File: src/rtl/seg_stim_seq_if.sv
// seg_stim_seq_if: signal bundle between the stimulus owner (bench) and seg_stim_seq.
//
// Groups the step-table write port, sequence control, the uart_tx handshake
// and the channel/status outputs. clk and rst are not part of the bundle.
//
//   master : drives wr_*, num_steps, loop, start, stop, cmd_sent
//   slave  : drives ch_val, send_cmd, cmd, busy, step_idx, done, tx_err

interface seg_stim_seq_if #(
    parameter int unsigned N_CH   = 5,
    parameter int unsigned CH_W   = 16,
    parameter int unsigned DEPTH  = 16,
    parameter int unsigned HOLD_W = 24
);
    localparam int unsigned AW = $clog2(DEPTH);
    localparam int unsigned NW = $clog2(DEPTH + 1);

    // Table write port
    logic                   wr_en;
    logic [AW-1:0]          wr_addr;
    logic                   wr_cmd_vld;
    logic [7:0]             wr_cmd;
    logic [N_CH*CH_W-1:0]   wr_ch;
    logic [HOLD_W-1:0]      wr_hold;

    // Sequence control
    logic [NW-1:0]          num_steps;
    logic                   loop;
    logic                   start;
    logic                   stop;

    // uart_tx handshake
    logic                   send_cmd;
    logic [7:0]             cmd;
    logic                   cmd_sent;

    // Stimulus and status
    logic [N_CH*CH_W-1:0]   ch_val;
    logic                   busy;
    logic [AW-1:0]          step_idx;
    logic                   done;
    logic                   tx_err;

    modport master (
        output wr_en, wr_addr, wr_cmd_vld, wr_cmd, wr_ch, wr_hold,
        output num_steps, loop, start, stop, cmd_sent,
        input  ch_val, send_cmd, cmd, busy, step_idx, done, tx_err
    );

    modport slave (
        input  wr_en, wr_addr, wr_cmd_vld, wr_cmd, wr_ch, wr_hold,
        input  num_steps, loop, start, stop, cmd_sent,
        output ch_val, send_cmd, cmd, busy, step_idx, done, tx_err
    );
endinterface

File: src/rtl/seg_stim_seq.sv
// seg_stim_seq: programmable stimulus sequencer for the Segway environment.
//
// A DEPTH-entry step table holds, per step, N_CH channel values, an optional
// command byte and a hold count. Once started the sequencer walks the table:
// it drives the channel values, optionally pushes the command byte through the
// uart_tx trmt/tx_done handshake, then holds for h+1 cycles. One-shot and
// loop modes; a transmitter that never answers raises a sticky tx_err.
//
// Ports:
//   clk  : system clock
//   rst  : asynchronous active-high reset (also clears the step table)
//   bus  : seg_stim_seq_if.slave -- table write port, start/stop/num_steps/loop,
//          cmd_sent in; ch_val, send_cmd, cmd, busy, step_idx, done, tx_err out

module seg_stim_seq #(
    parameter int unsigned N_CH   = 5,
    parameter int unsigned CH_W   = 16,
    parameter int unsigned DEPTH  = 16,
    parameter int unsigned HOLD_W = 24,
    parameter int unsigned TX_TO  = 4096
) (
    input  logic           clk,
    input  logic           rst,
    seg_stim_seq_if.slave  bus
);
    localparam int unsigned AW  = $clog2(DEPTH);
    localparam int unsigned NW  = $clog2(DEPTH + 1);
    localparam int unsigned TOW = (TX_TO > 1) ? $clog2(TX_TO) : 1;
    localparam int unsigned CHB = N_CH * CH_W;

    typedef enum logic [2:0] {
        StIdle,
        StLoad,
        StSend,
        StWaitTx,
        StHold,
        StDone
    } state_e;

    // Step table
    logic [CHB-1:0]    tbl_ch   [DEPTH];
    logic [7:0]        tbl_cmd  [DEPTH];
    logic              tbl_vld  [DEPTH];
    logic [HOLD_W-1:0] tbl_hold [DEPTH];

    state_e            state_q, state_d;
    logic [AW-1:0]     step_q, step_d;
    logic [NW-1:0]     n_q, n_d;
    logic              loop_q, loop_d;
    logic [HOLD_W-1:0] hold_q, hold_d;
    logic [TOW-1:0]    to_q, to_d;
    logic [CHB-1:0]    ch_q, ch_d;
    logic [7:0]        cmd_q, cmd_d;
    logic              tx_err_q, tx_err_d;
    logic              send_cmd, done;
    logic [NW-1:0]     n_clamp;

    assign n_clamp = (bus.num_steps > NW'(DEPTH)) ? NW'(DEPTH) : bus.num_steps;

    // Writes are only taken in IDLE; a write coinciding with start lands before
    // LOAD reads the table, so the new value is used.
    always_ff @(posedge clk or posedge rst) begin
        if (rst) begin
            for (int i = 0; i < int'(DEPTH); i++) begin
                tbl_ch[i]   <= '0;
                tbl_cmd[i]  <= '0;
                tbl_vld[i]  <= 1'b0;
                tbl_hold[i] <= '0;
            end
        end else if (bus.wr_en && state_q == StIdle) begin
            tbl_ch[bus.wr_addr]   <= bus.wr_ch;
            tbl_cmd[bus.wr_addr]  <= bus.wr_cmd;
            tbl_vld[bus.wr_addr]  <= bus.wr_cmd_vld;
            tbl_hold[bus.wr_addr] <= bus.wr_hold;
        end
    end

    always_ff @(posedge clk or posedge rst) begin
        if (rst) begin
            state_q  <= StIdle;
            step_q   <= '0;
            n_q      <= '0;
            loop_q   <= 1'b0;
            hold_q   <= '0;
            to_q     <= '0;
            ch_q     <= '0;
            cmd_q    <= '0;
            tx_err_q <= 1'b0;
        end else begin
            state_q  <= state_d;
            step_q   <= step_d;
            n_q      <= n_d;
            loop_q   <= loop_d;
            hold_q   <= hold_d;
            to_q     <= to_d;
            ch_q     <= ch_d;
            cmd_q    <= cmd_d;
            tx_err_q <= tx_err_d;
        end
    end

    always_comb begin
        state_d  = state_q;
        step_d   = step_q;
        n_d      = n_q;
        loop_d   = loop_q;
        hold_d   = hold_q;
        to_d     = to_q;
        ch_d     = ch_q;
        cmd_d    = cmd_q;
        tx_err_d = tx_err_q;
        send_cmd = 1'b0;
        done     = 1'b0;

        // stop overrides everything, including the pulses of SEND and DONE.
        if (bus.stop && state_q != StIdle) begin
            state_d = StIdle;
        end else begin
            unique case (state_q)
                StIdle: begin
                    if (bus.start && !bus.stop) begin
                        n_d      = n_clamp;
                        loop_d   = bus.loop;
                        step_d   = '0;
                        tx_err_d = 1'b0;
                        state_d  = (n_clamp == '0) ? StDone : StLoad;
                    end
                end
                StLoad: begin
                    ch_d  = tbl_ch[step_q];
                    cmd_d = tbl_cmd[step_q];
                    if (tbl_vld[step_q]) begin
                        state_d = StSend;
                    end else begin
                        hold_d  = tbl_hold[step_q];
                        state_d = StHold;
                    end
                end
                StSend: begin
                    send_cmd = 1'b1;
                    to_d     = '0;
                    state_d  = StWaitTx;
                end
                StWaitTx: begin
                    if (bus.cmd_sent) begin
                        hold_d  = tbl_hold[step_q];
                        state_d = StHold;
                    end else if (to_q == TOW'(TX_TO - 1)) begin
                        tx_err_d = 1'b1;
                        state_d  = StIdle;
                    end else begin
                        to_d = to_q + 1'b1;
                    end
                end
                StHold: begin
                    if (hold_q != '0) begin
                        hold_d = hold_q - 1'b1;
                    end else if (NW'(step_q) != n_q - NW'(1)) begin
                        step_d  = step_q + 1'b1;
                        state_d = StLoad;
                    end else if (loop_q) begin
                        step_d  = '0;
                        state_d = StLoad;
                    end else begin
                        state_d = StDone;
                    end
                end
                StDone: begin
                    done    = 1'b1;
                    state_d = StIdle;
                end
                default: state_d = StIdle;
            endcase
        end
    end

    assign bus.ch_val   = ch_q;
    assign bus.cmd      = cmd_q;
    assign bus.send_cmd = send_cmd;
    assign bus.done     = done;
    assign bus.busy     = (state_q != StIdle);
    assign bus.step_idx = step_q;
    assign bus.tx_err   = tx_err_q;

endmodule

File: src/flat_wrapper.sv
// flat-port wrapper written by rule: the top's interface ports become plain ports
module seg_stim_seq_flat 
#(
    parameter int unsigned N_CH   = 5,
    parameter int unsigned CH_W   = 16,
    parameter int unsigned DEPTH  = 16,
    parameter int unsigned HOLD_W = 24,
    parameter int unsigned TX_TO  = 4096
)
  (clk, rst, bus_wr_en, bus_wr_addr, bus_wr_cmd_vld, bus_wr_cmd, bus_wr_ch, bus_wr_hold, bus_num_steps, bus_loop, bus_start, bus_stop, bus_cmd_sent, bus_ch_val, bus_send_cmd, bus_cmd, bus_busy, bus_step_idx, bus_done, bus_tx_err);
  seg_stim_seq_if #(.N_CH(N_CH), .CH_W(CH_W), .DEPTH(DEPTH), .HOLD_W(HOLD_W)) bus_i ();
  input  logic clk;
  input  logic rst;
  input wire logic [$bits(bus_i.wr_en)-1:0] bus_wr_en;
  input wire logic [$bits(bus_i.wr_addr)-1:0] bus_wr_addr;
  input wire logic [$bits(bus_i.wr_cmd_vld)-1:0] bus_wr_cmd_vld;
  input wire logic [$bits(bus_i.wr_cmd)-1:0] bus_wr_cmd;
  input wire logic [$bits(bus_i.wr_ch)-1:0] bus_wr_ch;
  input wire logic [$bits(bus_i.wr_hold)-1:0] bus_wr_hold;
  input wire logic [$bits(bus_i.num_steps)-1:0] bus_num_steps;
  input wire logic [$bits(bus_i.loop)-1:0] bus_loop;
  input wire logic [$bits(bus_i.start)-1:0] bus_start;
  input wire logic [$bits(bus_i.stop)-1:0] bus_stop;
  input wire logic [$bits(bus_i.cmd_sent)-1:0] bus_cmd_sent;
  output wire logic [$bits(bus_i.ch_val)-1:0] bus_ch_val;
  output wire logic [$bits(bus_i.send_cmd)-1:0] bus_send_cmd;
  output wire logic [$bits(bus_i.cmd)-1:0] bus_cmd;
  output wire logic [$bits(bus_i.busy)-1:0] bus_busy;
  output wire logic [$bits(bus_i.step_idx)-1:0] bus_step_idx;
  output wire logic [$bits(bus_i.done)-1:0] bus_done;
  output wire logic [$bits(bus_i.tx_err)-1:0] bus_tx_err;
  assign bus_i.wr_en = bus_wr_en;
  assign bus_i.wr_addr = bus_wr_addr;
  assign bus_i.wr_cmd_vld = bus_wr_cmd_vld;
  assign bus_i.wr_cmd = bus_wr_cmd;
  assign bus_i.wr_ch = bus_wr_ch;
  assign bus_i.wr_hold = bus_wr_hold;
  assign bus_i.num_steps = bus_num_steps;
  assign bus_i.loop = bus_loop;
  assign bus_i.start = bus_start;
  assign bus_i.stop = bus_stop;
  assign bus_i.cmd_sent = bus_cmd_sent;
  assign bus_ch_val = bus_i.ch_val;
  assign bus_send_cmd = bus_i.send_cmd;
  assign bus_cmd = bus_i.cmd;
  assign bus_busy = bus_i.busy;
  assign bus_step_idx = bus_i.step_idx;
  assign bus_done = bus_i.done;
  assign bus_tx_err = bus_i.tx_err;
  seg_stim_seq #(.N_CH(N_CH), .CH_W(CH_W), .DEPTH(DEPTH), .HOLD_W(HOLD_W), .TX_TO(TX_TO)) u_core (.clk(clk), .rst(rst), .bus(bus_i));
endmodule
File: config.mk
export PLATFORM = sky130hd
export DESIGN_NAME = seg_stim_seq_flat
export DESIGN_NICKNAME = d
export VERILOG_FILES = /design/src/rtl/seg_stim_seq_if.sv /design/src/rtl/seg_stim_seq.sv /design/src/flat_wrapper.sv
export SDC_FILE = /design/constraint.sdc
export NUM_CORES = 2
export LEC_CHECK = 0
export CORE_ASPECT_RATIO = 1.1
export CORE_MARGIN = 2
export CORE_UTILIZATION = 50
export CTS_BUF_LIST = sky130_fd_sc_hd__clkbuf_8 sky130_fd_sc_hd__clkbuf_16
export CTS_CLUSTER_DIAMETER = 40
export DETAILED_ROUTE_END_ITERATION = 10
export PLACE_DENSITY_LB_ADDON = 0.25
export SYNTH_ARGS = -nofsm -noshare
export SYNTH_HDL_FRONTEND = slang
export SYNTH_SLANG_ARGS = --single-unit
File: constraint.sdc
create_clock -name clk -period 74.4 [get_ports clk]
set_input_delay 14.88 -clock clk [delete_from_list [all_inputs] [get_ports clk]]
set_output_delay 14.88 -clock clk [all_outputs]
set_load 0.005 [all_outputs]
==> qor.yml <==
crit_fanout: 12
clock_path_buffers: 4
final_area_mm2: 0.101
p_comb_share_pct: 18.9
required_ps: 59520
rsz0062_at_grt: "false"
syn_nets: 5412
cts_made_buffers: 289
synthToLayoutAreaGrowth_pct: 15.7
fmaxAchievable_mhz: 31.9
pwr-share-seq_pct: 43.7
clkSinkCount: 1946
critPathLaunchType: "input port"
drive_above_1_share_pct: 53.6
hold_buffers: 0
dr.pass1.iters: 5
vias: 47938
cap_violations: 0
synth_cells: 5279
grtUsageTotal_pct: 24.0
postCtsSetupBuffers: 0
grt_pass1_vias: 51468
clock_latency_ps: 910
intPower_mw: 2.73
async_flop_share_pct: 100
clock_skew_ps: 47.2
final_cells: 7885
status: "completed"
post_drt_wl_per_cell_um: 26.6
synth.cell_area_mm2: 0.0868
power.density_mw_per_mm2: 36.3
grt.overflow.total: 0
worst_slew_pin_slew_ps: 1310
start_util_pct: 50.3
io_buffers: 224
avgSynthCellArea_um2: 16.5
die_w_um: 401
cts_tree: "yes"
min_period_ps: 31300
p_clk_share_pct: 37.3
clk_pin_slew_ps: 50
setup_violations: 0
ir_drop_uv: 29.1
arrival_ps: 16420
fp.dieArea_mm2: 0.177
nFillCells: 13094
hold_class: "reg -> reg"
drtAntennaViolNets: 0
gp_congestion: 0.774
grt_max_degree: 173
synth.yosys.seq_area_share_pct: 56.1
synth-edff-count: 0
dpl_cell_area_mm2: 0.0908
routed_wl_um: 210000
drc: 0
die_h_um: 441
timing.final.crit_share_pct: 42.1
vias_per_cell: 6.08
slew_viol_final: 0
antenna_found_initial: 31
power.switching_uw: 923
netSwitchingFraction_pct: 25.3
relSlewSlack_pct: 12.7
path_class: "in -> out"
num_io_pins: 225
fp.coreArea_mm2: 0.173
finalNetCount: 5537
rows: 160
dp_hpwl_um: 107000
cp-end-kind: "primary output"
setup_tns_ps: 0
cts_resized: 0
cts_max_level: 5
synth.distinct_cells: 66
grt_pass1_wl_um: 324000
p_leak_nw: 43.2
dp.cells: 7381
yosysWarnings: 0
drt_iter0_markers: 3285
synth-seq-cells: 1946
cts_root_buf: "clkbuf_16"
ys.flop_type: "dfrtp_1"
power_mw: 3.65
finalHoldViolCount: 0
power groups by stage:
stage | registers [mW] | logic, mW | clock network (mW)
floorplan | 1.57 | 0.534 | 0
global placement | 1.59 | 0.674 | 0
detailed placement | 1.61 | 0.697 | 0
CTS | 1.59 | 0.701 | 1.39
global route | 1.64 | 0.747 | 1.44
finish | 1.60 | 0.691 | 1.36
cells by family (layout without fill, tap and decap cells):
logic type      Yosys count  in the layout  share of synthesized area [%]
flops                  1946           1946                           56.1
simple gates            216            216                           1.28
mux                    2475           2475                           38.9
other cells               0              3                              0
compound gates          140            140                           1.07
fa+ha+maj                 4              4                         0.0576
buf+inv                 483            818                           2.42
xor+xnor                 15             15                          0.151
through the flow:
| stage | setup WS, ps | utilization (%) | hold slack, ps |
|---|---|---|---|
| after global placement | 43080 | 52.5 | 463 |
| after floorplan | 4560 | - | 453 |
| after CTS | 43090 | 58.2 | 487 |
| after detailed placement | 43100 | 52.5 | 475 |
| after global routing | 43010 | 58.2 | 501 |
| final | 43100 | 58.2 | 491 |
metal layers:
metal	up-vias	wire [um]	GRT usage, %	part of all wire (%)
li1	20140	-	-	-
met1	26437	94400	34.0	45
met2	987	101000	38.7	48
met3	346	9320	4.39	4.4
met4	28	4180	6.47	2.0
met5	-	168	0	0.080
cells in the final DEF, fill, tap and decap left out, drive strengths merged, types with 5 or more instances in the layout:
master and instances:
clkinvlp 20, a21oi 32, o21ai 38, and2 5, nor2b 13, o22a 5, xnor2 12, nor2 65
dfrtp 1946, a221oi 13, o22ai 9, nor4 10, clkbuf 334, nand2b 10, clkdlybuf4s50 224, inv 94
mux4 533, a31oi 6, buf 79, mux2i 37, bufinv 25, a22o 6, nand4 5, nand3 11
clkinv 42, mux2 1905, nand2 44, nor3 29
synth_stat cells, types with 3 or more instances:
master	number	area [um^2]
nor3_1	26	130
a22oi_1	3	22.5
nand4b_1	4	35.0
nor2b_1	13	81.3
inv_1	12	45.0
nand2b_1	10	62.6
or3_1	4	25.0
nand3_1	11	55.1
ha_1	4	50.1
and3_1	3	18.8
mux2i_1	37	370
nor2_1	65	244
xnor2_1	12	105
nor4_1	9	56.3
o21a_1	4	30.0
dfrtp_1	1946	48700
nor3b_1	3	22.5
a21oi_1	32	160
buf_6	5	56.3
a221oi_1	12	105
mux4_2	533	12000
buf_1	60	225
nand2_1	44	165
o21ai_1	3	15.0
o22a_1	5	43.8
clkbuf_1	244	916
buf_2	140	701
a32oi_1	3	26.3
nand4_1	4	25.0
o21ai_0	35	175
o22ai_1	9	56.3
a22o_1	6	52.6
mux2_1	9	101
xor2_1	3	26.3
and2_1	5	31.3
mux2_2	1896	21400
a31oi_1	6	37.5
buf_4	20	150
path summary, 6_finish.rpt:
| path | start | end | slack, ps | cells after the start |
|---|---|---|---|---|
| setup / recovery | bus_stop | bus_send_cmd | 43100 | 4 |
| min in group asynchronous | rst | u_core.tbl_ch[554]$_DFFE_PP0P_ | 14530 | 2 |
| hold reg to reg | u_core.tbl_ch[1179]$_DFFE_PP0P_ | u_core.tbl_ch[1179]$_DFFE_PP0P_ | 490 | 1 |
| hold / removal | u_core.tbl_ch[1179]$_DFFE_PP0P_ | u_core.tbl_ch[1179]$_DFFE_PP0P_ | 490 | 1 |
| setup reg to reg | u_core.state_q[1]$_DFFE_PP0P_ | u_core.tbl_ch[644]$_DFFE_PP0P_ | 69090 | 7 |
| max in group asynchronous | rst | u_core.tbl_ch[29]$_DFFE_PP0P_ | 54000 | 8 |
sequential cells by signal, indices dropped and copies added, names as in the netlist:
register / flops
u_core.hold_q: 24
u_core.bus.tx_err: 1
u_core.tbl_cmd: 128
u_core.bus.step_idx: 4
u_core.tbl_hold: 384
u_core.bus.ch_val: 80
u_core.loop_q: 1
u_core.state_q: 3
u_core.n_q: 5
u_core.bus.cmd: 8
u_core.tbl_ch: 1280
u_core.tbl_vld: 16
u_core.to_q: 12
critical path, cell delays in order:
cell             delay, ps
clkdlybuf4s50_1        540
nor4_2                 240
buf_4                  240
clkdlybuf4s50_1        520
layout make-up:
cell class              instances  area (um^2)  area share (%)
flip-flops and latches       1946        48700            48.5
multi-input cells            2850        36200            36.0
repair buffers                303         2990            2.97
diodes                          3         7.51         0.00747
clock inverters               167         1760            1.75
clock buffers                 334         7950            7.91
well taps                    2268         2840            2.82
inverters                      14         67.6          0.0672
Power figures use the tool's default switching activity.
